`src/rtl/reset_sequencer.sv`:
```
// Power-up reset sequencer: filters PLL lock, holds all domain resets for a
// minimum time, then releases them one by one (bit 0 first) and flags done.
module reset_sequencer #(
  parameter int NUM_STAGES  = 3,
  parameter int LOCK_FILTER = 4,
  parameter int HOLD_CYCLES = 16,
  parameter int STAGE_GAP   = 8
) (
  input  logic                  clk,
  input  logic                  rst,
  input  logic                  pll_locked,
  input  logic                  sw_rst_req,
  output logic [NUM_STAGES-1:0] rst_stage_out,
  output logic                  rst_done,
  output logic [1:0]            state_dbg,
  output logic [7:0]            lock_lost_cnt
);

  localparam int MAX_AB  = (LOCK_FILTER > HOLD_CYCLES) ? LOCK_FILTER : HOLD_CYCLES;
  localparam int MAX_CNT = (MAX_AB > STAGE_GAP) ? MAX_AB : STAGE_GAP;
  localparam int CW      = $clog2(MAX_CNT) + 1;
  localparam int IW      = (NUM_STAGES > 1) ? $clog2(NUM_STAGES) : 1;

  localparam logic [CW-1:0] LF_LAST  = CW'(LOCK_FILTER - 1);
  localparam logic [CW-1:0] HC_LAST  = CW'(HOLD_CYCLES - 1);
  localparam logic [CW-1:0] SG_LAST  = CW'(STAGE_GAP - 1);
  localparam logic [CW-1:0] CNT_ONE  = CW'(1);
  localparam logic [IW-1:0] IDX_ONE  = IW'(1);
  localparam logic [IW-1:0] IDX_LAST = IW'(NUM_STAGES - 1);

  typedef enum logic [1:0] {
    WAIT_LOCK = 2'd0,
    HOLD      = 2'd1,
    RELEASE   = 2'd2,
    RUN       = 2'd3
  } state_t;

  state_t                state_reg, state_next;
  logic [CW-1:0]         cnt_reg, cnt_next;
  logic [IW-1:0]         idx_reg, idx_next;
  logic [NUM_STAGES-1:0] stage_reg, stage_next;
  logic                  done_reg, done_next;
  logic [7:0]            llc_reg, llc_next;

  logic                  abort;
  logic                  rel_en;
  logic [IW-1:0]         rel_idx;
  logic                  abort_req;

  assign abort_req = !pll_locked || sw_rst_req;

  always_ff @(posedge clk) begin
    if (rst) begin
      state_reg <= WAIT_LOCK;
      cnt_reg   <= '0;
      idx_reg   <= '0;
      stage_reg <= '1;
      done_reg  <= 1'b0;
      llc_reg   <= '0;
    end else begin
      state_reg <= state_next;
      cnt_reg   <= cnt_next;
      idx_reg   <= idx_next;
      stage_reg <= stage_next;
      done_reg  <= done_next;
      llc_reg   <= llc_next;
    end
  end

  always_comb begin
    state_next = state_reg;
    cnt_next   = cnt_reg;
    idx_next   = idx_reg;
    done_next  = done_reg;
    llc_next   = llc_reg;
    abort      = 1'b0;
    rel_en     = 1'b0;
    rel_idx    = '0;

    case (state_reg)
      WAIT_LOCK: begin
        // Any glitch restarts the lock filter from zero.
        if (abort_req) begin
          cnt_next = '0;
        end else if (cnt_reg == LF_LAST) begin
          state_next = HOLD;
          cnt_next   = '0;
        end else begin
          cnt_next = cnt_reg + CNT_ONE;
        end
      end
      HOLD: begin
        if (abort_req) begin
          abort = 1'b1;
        end else if (cnt_reg == HC_LAST) begin
          cnt_next = '0;
          rel_en   = 1'b1;
          rel_idx  = '0;
          if (NUM_STAGES == 1) begin
            state_next = RUN;
            done_next  = 1'b1;
          end else begin
            state_next = RELEASE;
          end
        end else begin
          cnt_next = cnt_reg + CNT_ONE;
        end
      end
      RELEASE: begin
        // idx_reg names the most recently released stage.
        if (abort_req) begin
          abort = 1'b1;
        end else if (cnt_reg == SG_LAST) begin
          cnt_next = '0;
          rel_en   = 1'b1;
          rel_idx  = idx_reg + IDX_ONE;
          idx_next = idx_reg + IDX_ONE;
          if (idx_reg + IDX_ONE == IDX_LAST) begin
            state_next = RUN;
            done_next  = 1'b1;
          end
        end else begin
          cnt_next = cnt_reg + CNT_ONE;
        end
      end
      RUN: begin
        if (abort_req) begin
          abort = 1'b1;
        end
      end
      default: begin
        abort = 1'b1;
      end
    endcase

    if (abort) begin
      state_next = WAIT_LOCK;
      cnt_next   = '0;
      idx_next   = '0;
      done_next  = 1'b0;
      // A combined lock-loss + software request still counts as one loss.
      if (!pll_locked && llc_reg != 8'hFF) begin
        llc_next = llc_reg + 8'd1;
      end
    end
  end

  generate
    for (genvar gi = 0; gi < NUM_STAGES; gi++) begin : g_stage
      always_comb begin
        stage_next[gi] = stage_reg[gi];
        if (abort || state_reg == WAIT_LOCK) begin
          stage_next[gi] = 1'b1;
        end else if (rel_en && rel_idx == IW'(gi)) begin
          stage_next[gi] = 1'b0;
        end
      end
    end
  endgenerate

  assign rst_stage_out = stage_reg;
  assign rst_done      = done_reg;
  assign state_dbg     = state_reg;
  assign lock_lost_cnt = llc_reg;

endmodule

```
`config.mk`:
```
export PLATFORM = sky130hd
export DESIGN_NAME = reset_sequencer
export DESIGN_NICKNAME = d
export VERILOG_FILES = /design/src/rtl/reset_sequencer.sv
export SDC_FILE = /design/constraint.sdc
export NUM_CORES = 1
export LEC_CHECK = 0
export ABC_CLOCK_PERIOD_IN_PS = 3300
export CAP_MARGIN = 20
export CORE_ASPECT_RATIO = 1.4
export CORE_MARGIN = 10
export CORE_UTILIZATION = 25
export DETAILED_ROUTE_END_ITERATION = 10
export SLEW_MARGIN = 20
export SYNTH_ARGS = -nofsm -noshare
export SYNTH_HDL_FRONTEND = slang
export SYNTH_SLANG_ARGS = --single-unit
```
`constraint.sdc`:
```
create_clock -name clk -period 3.3 [get_ports clk]
set_input_delay 0.33 -clock clk [delete_from_list [all_inputs] [get_ports clk]]
set_output_delay 0.33 -clock clk [all_outputs]
set_load 0.05 [all_outputs]
```
==> run_results.csv, run 1 <==
group,metric,value,unit
status,outcome,"finished, final reports clean",
die,std_cell_rows,30,
place,io_buffers,17,
detailed_routing,route.antenna.remaining_nets,0,
hold_path,timing.hold.worst.class,"flop to flop",
logic_synthesis,netlist_instances,141,
die,floorplan.die.height,103,microns
sta,timing.clock.skew,5.81,ps
logic_synthesis,synth_edf_count,0,
global_route,gr-usage-all-layers,7.32,%
place,placement.cell_area,1480,sq um
layout,nets,175,
sta,report.final.slew_viol_count,0,
global_route,grt_max_degree,13,
critical_path,worst_setup_path_start_kind,"flop",
detailed_routing,drt_pre_antenna_iters,4,
critical_path,timing.critical_path.fanout_max,7,
die,floorplan.initialDensity,25.6,%
detailed_routing,remaining_drc_errors,0,
logic_synthesis,postSynth.asyncResetShare,0,%
place,dpl.hpwl,2270,microns
clocking,clk_pin_slew,80,ps
hold_path,holdCritStartpoint,"rst_stage_out[2]",
die,floorplan.die.width,79.5,microns
die,io-pin-count,18,
layout,drive_gt1_share,6.92,%
sta,number_of_setup_violations_in_the_final_report,0,
logic_synthesis,synth_cell_type_count,44,
sta,final_hold_viol_count,0,
sta,layout_setup_ws,1360,ps
layout,final_design_instance_area_without_fill,1520,sq um
place,gpl.final_weighted_congestion,0.768,
global_route,grt_pass1_vias,1088,
detailed_routing,post_drt_via_cell_ratio,4.96,
logic_synthesis,synthesis.area,1240,sq um
pwr,power.static_leakage,0.543,nW
sta,final.setup.tns,0,ps
clocking,post_cts_resized,0,
die,placeableCoreArea,4840,sq um
clocking,cts_setup_buffers,0,
global_route,grt_first_pass_wirelength,4950,microns
sta,post-route-period-util,58.6,%
critical_path,regToRegStartpoint,"state_dbg[0]",
logic_synthesis,synth.net_count,156,
clocking,cts_num_sinks,21,
detailed_routing,detail_route.wl_per_cell,12.9,microns
critical_path,cp_cell_sequence,"inv_1 > ha_1 > or2_1 > a21oi_1 > nor2_1 > a311oi_1",
critical_path,critPathKind,"flop to flop",
clocking,tritoncts.num_buffers,3,
pwr,total_power_per_unit_cell_area,304,nW/um^2
clocking,cts-hold-fix-buffers,0,
die,dieArea,8210,sq um
detailed_routing,totalWireLength,2870,microns
clocking,cts_htree_levels,1,
critical_path,timing.critical_path.to_type,"flop",
layout,largest_register_ffs,8,
detailed_routing,drt_iter0_markers,42,
place,placement.setup.worst_slack,1240,ps
critical_path,cp_data_arrival_time,2100,ps
clocking,cts-root-buf,"sky130_fd_sc_hd__clkbuf_8",
layout,number_of_antenna_diodes,0,
logic_synthesis,synth-seq-cells,21,
critical_path,cpMaxStageDelayCell,"sky130_fd_sc_hd__dfxtp_1",
global_route,number_of_antenna_violations_at_the_first_check_in_global_routing,0,
critical_path,cp_data_required_time,3470,ps
logic_synthesis,yosysWarnings,0,
sta,max-slew-margin-rel,36.8,%
critical_path,critPathBufInv,1,
critical_path,timing.critical_path.from,"state_dbg[0]",
sta,worst_slew_pin_slew,947,ps
layout,filler_cell_count,523,
detailed_routing,total_via_count_in_the_routed_design,1106,
logic_synthesis,post_synthesis_average_cell_area,8.79,sq um
global_route,grt-ovfl-total,0,
sta,fmax,0.517,GHz
pwr,max-vdd-ir-drop,118,uV
clocking,tritoncts,"yes",
logic_synthesis,yosysSeqAreaShare,33.9,%
layout,area_growth,23.0,%
critical_path,critPathTopFamily,"compound AO/OA/AOI/OAI gates",
sta,final_period_minus_worst_setup_slack,1940,ps
job,cap_viol_max_count,0,
clocking,ctsLongestPathBuffers,2,
sta,grt_setup_unrepaired,"no",
logic_synthesis,postSynth.topFlopCell,"sky130_fd_sc_hd__dfxtp_1",
clocking,clkLatencyLatePin,260,ps
critical_path,cpPeakStageDelay,420,ps
[synthesized netlist by cell type, types with 2 or more instances]
| master | n | area [sq um] |
|---|---|---|
| sky130_fd_sc_hd__nand4_1 | 8 | 50.1 |
| sky130_fd_sc_hd__nor2_1 | 13 | 48.8 |
| sky130_fd_sc_hd__clkbuf_1 | 3 | 11.3 |
| sky130_fd_sc_hd__ha_1 | 11 | 138 |
| sky130_fd_sc_hd__nand3_1 | 5 | 25.0 |
| sky130_fd_sc_hd__nor3_1 | 4 | 20.0 |
| sky130_fd_sc_hd__nand2b_1 | 3 | 18.8 |
| sky130_fd_sc_hd__o21ai_0 | 4 | 20.0 |
| sky130_fd_sc_hd__xnor2_1 | 2 | 17.5 |
| sky130_fd_sc_hd__nand2_1 | 7 | 26.3 |
| sky130_fd_sc_hd__and3_1 | 2 | 12.5 |
| sky130_fd_sc_hd__dfxtp_1 | 21 | 420 |
| sky130_fd_sc_hd__a311oi_1 | 2 | 17.5 |
| sky130_fd_sc_hd__a21oi_1 | 9 | 45.0 |
| sky130_fd_sc_hd__inv_1 | 7 | 26.3 |
| sky130_fd_sc_hd__a21o_1 | 3 | 22.5 |
| sky130_fd_sc_hd__xor2_1 | 3 | 26.3 |
| sky130_fd_sc_hd__a31oi_1 | 3 | 18.8 |
| sky130_fd_sc_hd__and2_1 | 2 | 12.5 |
| sky130_fd_sc_hd__o211ai_1 | 3 | 22.5 |
| sky130_fd_sc_hd__a211oi_1 | 2 | 15.0 |
| sky130_fd_sc_hd__or3_1 | 2 | 12.5 |
[report_power, final]
group | switching, mW | internal, mW
Sequential | 0.00223 | 0.255
Combinational | 0.0234 | 0.0141
Clock | 0.0844 | 0.0840
Total | 0.110 | 0.353
[stage by stage]
step / utilization, % / total power [mW] / std cells / hold WS [ps]
2_1_floorplan: - / 0.288 / 141 / 449
3_3_place_gp: 30.5 / 0.301 / 219 / 458
3_5_place_dp: 30.5 / 0.301 / 219 / 461
4_1_cts: 31.5 / 0.472 / 223 / 474
5_1_grt: 31.5 / 0.486 / 223 / 516
6_report: 31.5 / 0.463 / 223 / 466
[worst reg2reg max path, stage by stage, from the launching register on]
cell,delay [ps]
sky130_fd_sc_hd__dfxtp_1,420
sky130_fd_sc_hd__inv_1,110
sky130_fd_sc_hd__ha_1,290
sky130_fd_sc_hd__or2_1,310
sky130_fd_sc_hd__a21oi_1,410
sky130_fd_sc_hd__nor2_1,70
sky130_fd_sc_hd__a311oi_1,230
[area by class of cell]
type | count | area (sq um) | area share [%]
clock inverter | 1 | 5.00 | 0.328
clock buffer | 3 | 41.3 | 2.71
sequential | 21 | 420 | 27.6
timing repair buffer | 17 | 170 | 11.2
inverter | 7 | 26.3 | 1.72
tap | 64 | 80.1 | 5.25
multi-input combinational | 110 | 781 | 51.2
[per-layer routing]
metal  up-vias  global-route usage [%]  part of all wire (%)
met5         -                       0                     0
met4         0                    2.90                   1.4
met3         4                    1.73                   6.0
li1        560                       -                     -
met2        20                    13.5                    51
met1       522                    7.73                    41
[path summary, 6_finish.rpt]
| kind | to | slack, ps | cells after the start |
|---|---|---|---|
| max | cnt_reg[4] | 1360 | 6 |
| min | rst_stage_out[2] | 470 | 2 |
| max reg2reg | cnt_reg[4] | 1360 | 6 |
| min reg2reg | rst_stage_out[2] | 470 | 2 |
[logic make-up after synthesis]
group	Yosys count	share of synthesized area (%)
AOI/OAI and AO/OA	38	21.9
adders and majority gates	11	11.1
and+or+nand+nor	55	25.7
muxes	1	0.808
DFF	21	33.9
buffers and inverters	10	3.03
xor gates and xnor gates	5	3.54
[placed cells by master, fill, tap and decap left out, types with 4 or more instances in the layout]
cell type	n
sky130_fd_sc_hd__dfxtp_1	21
sky130_fd_sc_hd__clkdlybuf4s50_1	17
sky130_fd_sc_hd__nor2_1	13
sky130_fd_sc_hd__ha_1	11
sky130_fd_sc_hd__a21oi_1	9
sky130_fd_sc_hd__nand4_1	8
sky130_fd_sc_hd__inv_1	7
sky130_fd_sc_hd__nand2_1	7
sky130_fd_sc_hd__nand3_1	5
sky130_fd_sc_hd__o21ai_0	4
sky130_fd_sc_hd__nor3_1	4
No activity file was read; power rests on OpenSTA's default activity.
==> inputs of run 2 (changes only) <==
--- a/config.mk
+++ b/config.mk
@@ -5,7 +5,7 @@
 export SDC_FILE = /design/constraint.sdc
 export NUM_CORES = 1
 export LEC_CHECK = 0
-export ABC_CLOCK_PERIOD_IN_PS = 3300
+export ABC_CLOCK_PERIOD_IN_PS = 1700
 export CAP_MARGIN = 20
 export CORE_ASPECT_RATIO = 1.4
 export CORE_MARGIN = 10
==> constraint.sdc (replaced) <==
create_clock -name clk -period 1.7 [get_ports clk]
set_input_delay 0.17 -clock clk [delete_from_list [all_inputs] [get_ports clk]]
set_output_delay 0.17 -clock clk [all_outputs]
set_load 0.05 [all_outputs]
==> run 2 against run 1 <==
  * Via count increased by 5.3%
  * Routed wire length rose by 8.3%
  * Die area unchanged
  * First-iteration DRC count rose by 29%
  * Global-route usage is 0.59 points higher
  * Highest routed layer unchanged
==> run_results.csv, run 2 (synthesized netlist as in run 1, its figures left out) <==
group,metric,value,unit
pwr,power.share.combinational,10.7,%
critical_path,regToRegStartpoint,"state_dbg[1]",
layout,drive_gt1_share,27.3,%
clocking,clkLatencyLatePin,260,ps
clocking,cts-root-buf,"sky130_fd_sc_hd__clkbuf_8",
sta,timing.clock.skew,5.17,ps
critical_path,timing.reg2reg.worst_path_depth,6,
clocking,cts_htree_levels,1,
layout,finish.cell_count_without_fillers,236,
layout,final_design_instance_area_without_fill,1680,sq um
hold_path,timing.hold.worst.class,"flop to flop",
detailed_routing,total_via_count_in_the_routed_design,1165,
clocking,ctsLongestPathBuffers,2,
layout,number_of_antenna_diodes,0,
die,io-pin-count,18,
place,dpl.hpwl,2440,microns
layout,mostFrequentLayoutCell,"sky130_fd_sc_hd__buf_4",
job,cap_viol_max_count,0,
layout,top_library_cells_by_usage_in_the_layout_fill_and_taps_aside,"sky130_fd_sc_hd__buf_4, sky130_fd_sc_hd__dfxtp_1, sky130_fd_sc_hd__nor2_1",
sta,final_hold_viol_count,0,
sta,final.setup.tns,0,ps
global_route,grt_first_pass_wirelength,5280,microns
clocking,tritoncts,"yes",
pwr,power_switching_share,24.1,%
global_route,grt_max_degree,13,
detailed_routing,detail_route.wl_per_cell,13.2,microns
sta,worst_slew_pin_slew,498,ps
status,outcome,"finished, final reports clean",
detailed_routing,remaining_drc_errors,0,
layout,largest_register_ffs,8,
clocking,tritoncts.num_buffers,3,
die,dieArea,8210,sq um
critical_path,timing.critical_path.from,"state_dbg[1]",
die,floorplan.die.width,79.5,microns
layout,filler_cell_count,491,
detailed_routing,totalWireLength,3110,microns
critical_path,timing.critical_path.fanout_max,5,
layout,area_growth,35.8,%
critical_path,critPathKind,"flop to flop",
sta,max-slew-margin-rel,66.7,%
pwr,total_power_per_unit_cell_area,551,nW/um^2
die,std_cell_rows,30,
critical_path,worst_setup_path_start_kind,"flop",
pwr,max-vdd-ir-drop,239,uV
pwr,sequentialPowerShare,53.8,%
hold_path,worstHoldPathCells,2,
global_route,grt_pass1_vias,1123,
pwr,power.static_leakage,0.631,nW
global_route,number_of_antenna_violations_at_the_first_check_in_global_routing,0,
place,placement.cell_area,1560,sq um
pwr,p_int,0.703,mW
detailed_routing,drt_pre_antenna_iters,4,
critical_path,timing.critical_path.to_type,"flop",
critical_path,cp_data_required_time,1860,ps
sta,number_of_setup_violations_in_the_final_report,0,
detailed_routing,route.antenna.remaining_nets,0,
hold_path,holdCritStartpoint,"rst_stage_out[2]",
clocking,cts_num_sinks,21,
pwr,total_switching_power,0.223,mW
place,post-place-cells,229,
place,gpl.final_weighted_congestion,0.869,
die,floorplan.die.height,103,microns
pwr,clock_power_share,35.5,%
place,io_buffers,17,
global_route,gr-usage-all-layers,7.92,%
critical_path,cp_data_arrival_time,1790,ps
detailed_routing,drt_iter0_markers,54,
global_route,grt-ovfl-total,0,
clocking,clk_pin_slew,80,ps
die,placeableCoreArea,4840,sq um
sta,final_period_minus_worst_setup_slack,1630,ps
die,floorplan.initialDensity,25.6,%
critical_path,ff2ff_setup_slack,70,ps
detailed_routing,post_drt_via_cell_ratio,4.94,
sta,report.final.slew_viol_count,0,
layout,nets,188,
sta,fmax,0.614,GHz
sta,post-route-period-util,95.9,%
sta,grt_setup_unrepaired,"no",
layout,fin_util,34.7,%
run 2: cell types whose count changed in the layout (fill, tap and decap cells not counted), moves of 2 or more:
cell / before / now
sky130_fd_sc_hd__dfxtp_1: 21 / 15
sky130_fd_sc_hd__dfxtp_2: 0 / 4
sky130_fd_sc_hd__dfxtp_4: 0 / 2
sky130_fd_sc_hd__clkdlybuf4s50_1: 17 / 9
sky130_fd_sc_hd__inv_2: 0 / 2
sky130_fd_sc_hd__ha_1: 11 / 8
sky130_fd_sc_hd__buf_4: 0 / 21
sky130_fd_sc_hd__inv_1: 7 / 5
sky130_fd_sc_hd__ha_4: 0 / 3
run 2: path summary, 6_finish.rpt:
check | endpoint
setup / recovery | state_dbg[1]
hold / removal | rst_stage_out[2]
setup reg to reg | state_dbg[1]
hold reg to reg | rst_stage_out[2]
run 2: timing repair:
item                                    in CTS  in global routing
resized for setup                            2                  7
setup buffers                                0                  3
endpoints found under the setup margin       6                 11
hold buffers                                 0                  0
pin swaps                                    0                  6
gates cloned                                 0                  0
run 2: per-stage QoR:
| stage | total power, mW | hold slack, ps | setup slack [ps] |
|---|---|---|---|
| 2_1_floorplan | 0.562 | 442 | -35.1 |
| 3_3_place_gp | 0.598 | 459 | -3.70 |
| 3_5_place_dp | 0.598 | 465 | -50.9 |
| 4_1_cts | 0.929 | 476 | 7.45 |
| 5_1_grt | 0.967 | 498 | 3.73 |
| 6_report | 0.926 | 475 | 70.4 |
run 2: area by class of cell:
cell class	instances	area (sq um)	area share [%]
Multi-Input combinational cell	110	848	50.4
Sequential cell	21	433	25.7
Timing Repair Buffer	30	248	14.7
Tap cell	64	80.1	4.76
Clock buffer	3	41.3	2.46
Inverter	7	26.3	1.56
Clock inverter	1	5.00	0.298
run 2: routing by layer:
metal	routed length, microns	up-vias	global-route usage [%]
li1	-	585	-
met1	1210	546	7.55
met2	1730	27	16.2
met3	117	7	1.56
met4	52	0	2.49
met5	0	-	0
run 2: critical path, cell delays in order (launching register included):
cell and delay (ps):
sky130_fd_sc_hd__dfxtp_4 390, sky130_fd_sc_hd__inv_2 70, sky130_fd_sc_hd__ha_1 200, sky130_fd_sc_hd__or2_4 260, sky130_fd_sc_hd__a221o_1 330, sky130_fd_sc_hd__o31ai_2 180
sky130_fd_sc_hd__a21oi_1 80
run 2: power groups by stage:
| stage | sequential, mW | clock (mW) | combinational (mW) |
|---|---|---|---|
| finish | 0.499 | 0.329 | 0.0987 |
| global route | 0.500 | 0.359 | 0.108 |
| CTS | 0.499 | 0.341 | 0.0900 |
| detailed placement | 0.509 | 0 | 0.0886 |
| global placement | 0.509 | 0 | 0.0884 |
| floorplan | 0.513 | 0 | 0.0487 |
==> inputs of run 3 (changes only) <==
--- a/config.mk
+++ b/config.mk
@@ -8,9 +8,9 @@
 export ABC_CLOCK_PERIOD_IN_PS = 1700
 export CAP_MARGIN = 20
 export CORE_ASPECT_RATIO = 1.4
-export CORE_MARGIN = 10
 export CORE_UTILIZATION = 25
 export DETAILED_ROUTE_END_ITERATION = 10
+export PLACE_DENSITY = 0.54
 export SLEW_MARGIN = 20
 export SYNTH_ARGS = -nofsm -noshare
 export SYNTH_HDL_FRONTEND = slang
==> run 3 against run 2 <==
  * Combinational power shrank 3.4%
  * Flip-flop and latch count is the same
  * Power grew 1.4%
  * Critical path type unchanged
  * Critical path depth is the same
  * Sequential share of layout area shrank 0.23 points
  * Largest power group unchanged
  * Utilization grew 2.1 points
  * Cell count grew 0.85%
  * Via count grew 1.8%
  * Worst hold slack gained 7.3 ps
  * Routed wire length is the same
  * Global-route usage grew 4.5 points
  * Sequential power is essentially flat
  * Largest cell class unchanged
==> run_results.csv, run 3 (synthesized netlist as in run 1, its figures left out) <==
group,metric,value,unit
clocking,cts_num_sinks,21,
die,io-pin-count,18,
layout,filler_cell_count,503,
layout,drive_gt1_share,29.5,%
clocking,tritoncts.num_buffers,3,
status,outcome,"finished, final reports clean",
pwr,max-vdd-ir-drop,245,uV
sta,timing.clock.skew,10.2,ps
critical_path,critPathTopFamily,"compound AO/OA/AOI/OAI gates",
place,io_buffers,17,
hold_path,holdCritStartpoint,"rst_done",
pwr,clock_power_share,36.9,%
global_route,grt-ovfl-total,0,
critical_path,cp_data_required_time,1860,ps
global_route,top_usage_layer,"met2",
global_route,grt_max_degree,13,
pwr,sequentialPowerShare,53.0,%
place,gpl.final_weighted_congestion,0.855,
die,floorplan.initialDensity,26.7,%
pwr,total_power_per_unit_cell_area,549,nW/um^2
pwr,power_switching_share,25.3,%
critical_path,critPathKind,"flop to flop",
detailed_routing,drt_iter0_markers,64,
sta,worst_slew_pin_slew,497,ps
sta,final_hold_viol_count,0,
global_route,grt_pass1_vias,1116,
sta,fmax,0.607,GHz
global_route,number_of_antenna_violations_at_the_first_check_in_global_routing,0,
critical_path,cp_cell_sequence,"inv_2 > ha_1 > or2_4 > a221o_1 > o31ai_2 > a21oi_1",
die,std_cell_rows,29,
pwr,power.share.combinational,10.1,%
sta,post-route-period-util,96.9,%
critical_path,cpPeakStageDelay,400,ps
critical_path,timing.reg2reg.worst_path_depth,6,
critical_path,worst-path-stages,6,
layout,area_growth,38.2,%
pwr,report.power.total,0.939,mW
layout,seq_area,437,sq um
job,cap_viol_max_count,0,
clocking,clk_pin_slew,90,ps
detailed_routing,remaining_drc_errors,0,
place,post-place-cells,230,
layout,finish.cell_count_without_fillers,238,
clocking,cts-root-buf,"sky130_fd_sc_hd__clkbuf_8",
critical_path,timing.critical_path.from,"state_dbg[1]",
die,floorplan.die.height,85.3,microns
layout,largest_register_ffs,8,
sta,number_of_setup_violations_in_the_final_report,0,
layout,multi_input_comb_area,842,sq um
sta,max-slew-margin-rel,66.7,%
clocking,clkLatencyLatePin,270,ps
detailed_routing,drt_pre_antenna_iters,4,
detailed_routing,detail_route.wl_per_cell,13.0,microns
global_route,grtUsageMet1,13.8,%
critical_path,cp_data_arrival_time,1810,ps
critical_path,regToRegStartpoint,"state_dbg[1]",
clocking,ctsLongestPathBuffers,2,
pwr,p_int,0.701,mW
critical_path,cpMaxStageDelayCell,"sky130_fd_sc_hd__dfxtp_4",
global_route,grt_first_pass_wirelength,4950,microns
sta,report.final.slew_viol_count,0,
pwr,total_switching_power,0.237,mW
pwr,power.static_leakage,0.645,nW
detailed_routing,route.antenna.remaining_nets,0,
global_route,met3_usage,2.44,%
critical_path,timing.critical_path.to_type,"flop",
detailed_routing,post_drt_via_cell_ratio,4.98,
hold_path,worstHoldPathCells,2,
global_route,gr-usage-all-layers,12.4,%
layout,nets,192,
die,dieArea,5240,sq um
critical_path,critPathBufInv,1,
critical_path,timing.critical_path.fanout_max,5,
critical_path,worst_setup_path_start_kind,"flop",
detailed_routing,totalWireLength,3110,microns
hold_path,timing.hold.worst.class,"flop to flop",
global_route,use_met2,22.4,%
clocking,cts_htree_levels,1,
die,placeableCoreArea,4640,sq um
layout,mostFrequentLayoutCell,"sky130_fd_sc_hd__buf_4",
layout,top_library_cells_by_usage_in_the_layout_fill_and_taps_aside,"sky130_fd_sc_hd__buf_4, sky130_fd_sc_hd__dfxtp_1, sky130_fd_sc_hd__nor2_1",
die,floorplan.die.width,61.5,microns
clocking,tritoncts,"yes",
layout,number_of_antenna_diodes,0,
detailed_routing,total_via_count_in_the_routed_design,1186,
place,dpl.hpwl,2410,microns
sta,final_period_minus_worst_setup_slack,1650,ps
run 3: cell count changes in the layout (fill, tap and decap cells not counted), sizes merged:
cell and change:
clkdlybuf4s50 +2, buf +2
run 3: metrics by stage:
step | TNS (ps) | hold slack, ps | util [%] | setup WS, ps | area [sq um]
6_report | 0 | 482 | 36.9 | 52.4 | 1710
5_1_grt | -7.46 | 506 | 36.9 | -4.96 | 1710
4_1_cts | 0 | 481 | 35.4 | 19.3 | 1640
3_5_place_dp | -70.0 | 469 | 34.1 | -34.7 | 1590
3_3_place_gp | -7.56 | 461 | 34.1 | -7.56 | 1590
2_1_floorplan | -45.9 | 442 | - | -35.1 | 1280
run 3: routing by layer:
layer,share of wire [%],vias up
li1,-,596
met1,41,556
met2,54,30
met3,4.3,4
met4,1.4,0
met5,0,-
run 3: tightest hold or removal path: stages, from the launching register on:
cell and delay (ps):
sky130_fd_sc_hd__dfxtp_1 340, sky130_fd_sc_hd__a21oi_1 40, sky130_fd_sc_hd__nor2_1 70
run 3: final timing paths:
path	endpoint	slack (ps)
worst max-delay path	state_dbg[1]	50
worst min-delay path	rst_done	480
worst max register to register	state_dbg[1]	50
worst min register to register	rst_done	480
run 3: power by group through the flow:
stage,clock [mW],sequential (mW),combinational (mW)
final,0.346,0.498,0.0953
after global routing,0.380,0.499,0.104
after CTS,0.358,0.498,0.0900
after detailed placement,0,0.509,0.0886
after global placement,0,0.509,0.0879
after floorplan,0,0.513,0.0487
run 3: repair_timing:
| item | CTS | global route |
|---|---|---|
| pin swaps | 1 | 2 |
| resized for setup | 2 | 10 |
| buffers inserted | 0 | 4 |
| hold buffers | 0 | 0 |
| endpoints found under the setup margin | 7 | 10 |
| endpoints found under the hold margin | 0 | 0 |
run 3: cell type report:
cell class,instances,area share [%]
Inverter,7,1.54
Clock buffer,3,2.41
Sequential cell,21,25.5
Multi-Input combinational cell,110,49.2
Tap cell,62,4.53
Timing Repair Buffer,34,16.5
Clock inverter,1,0.292
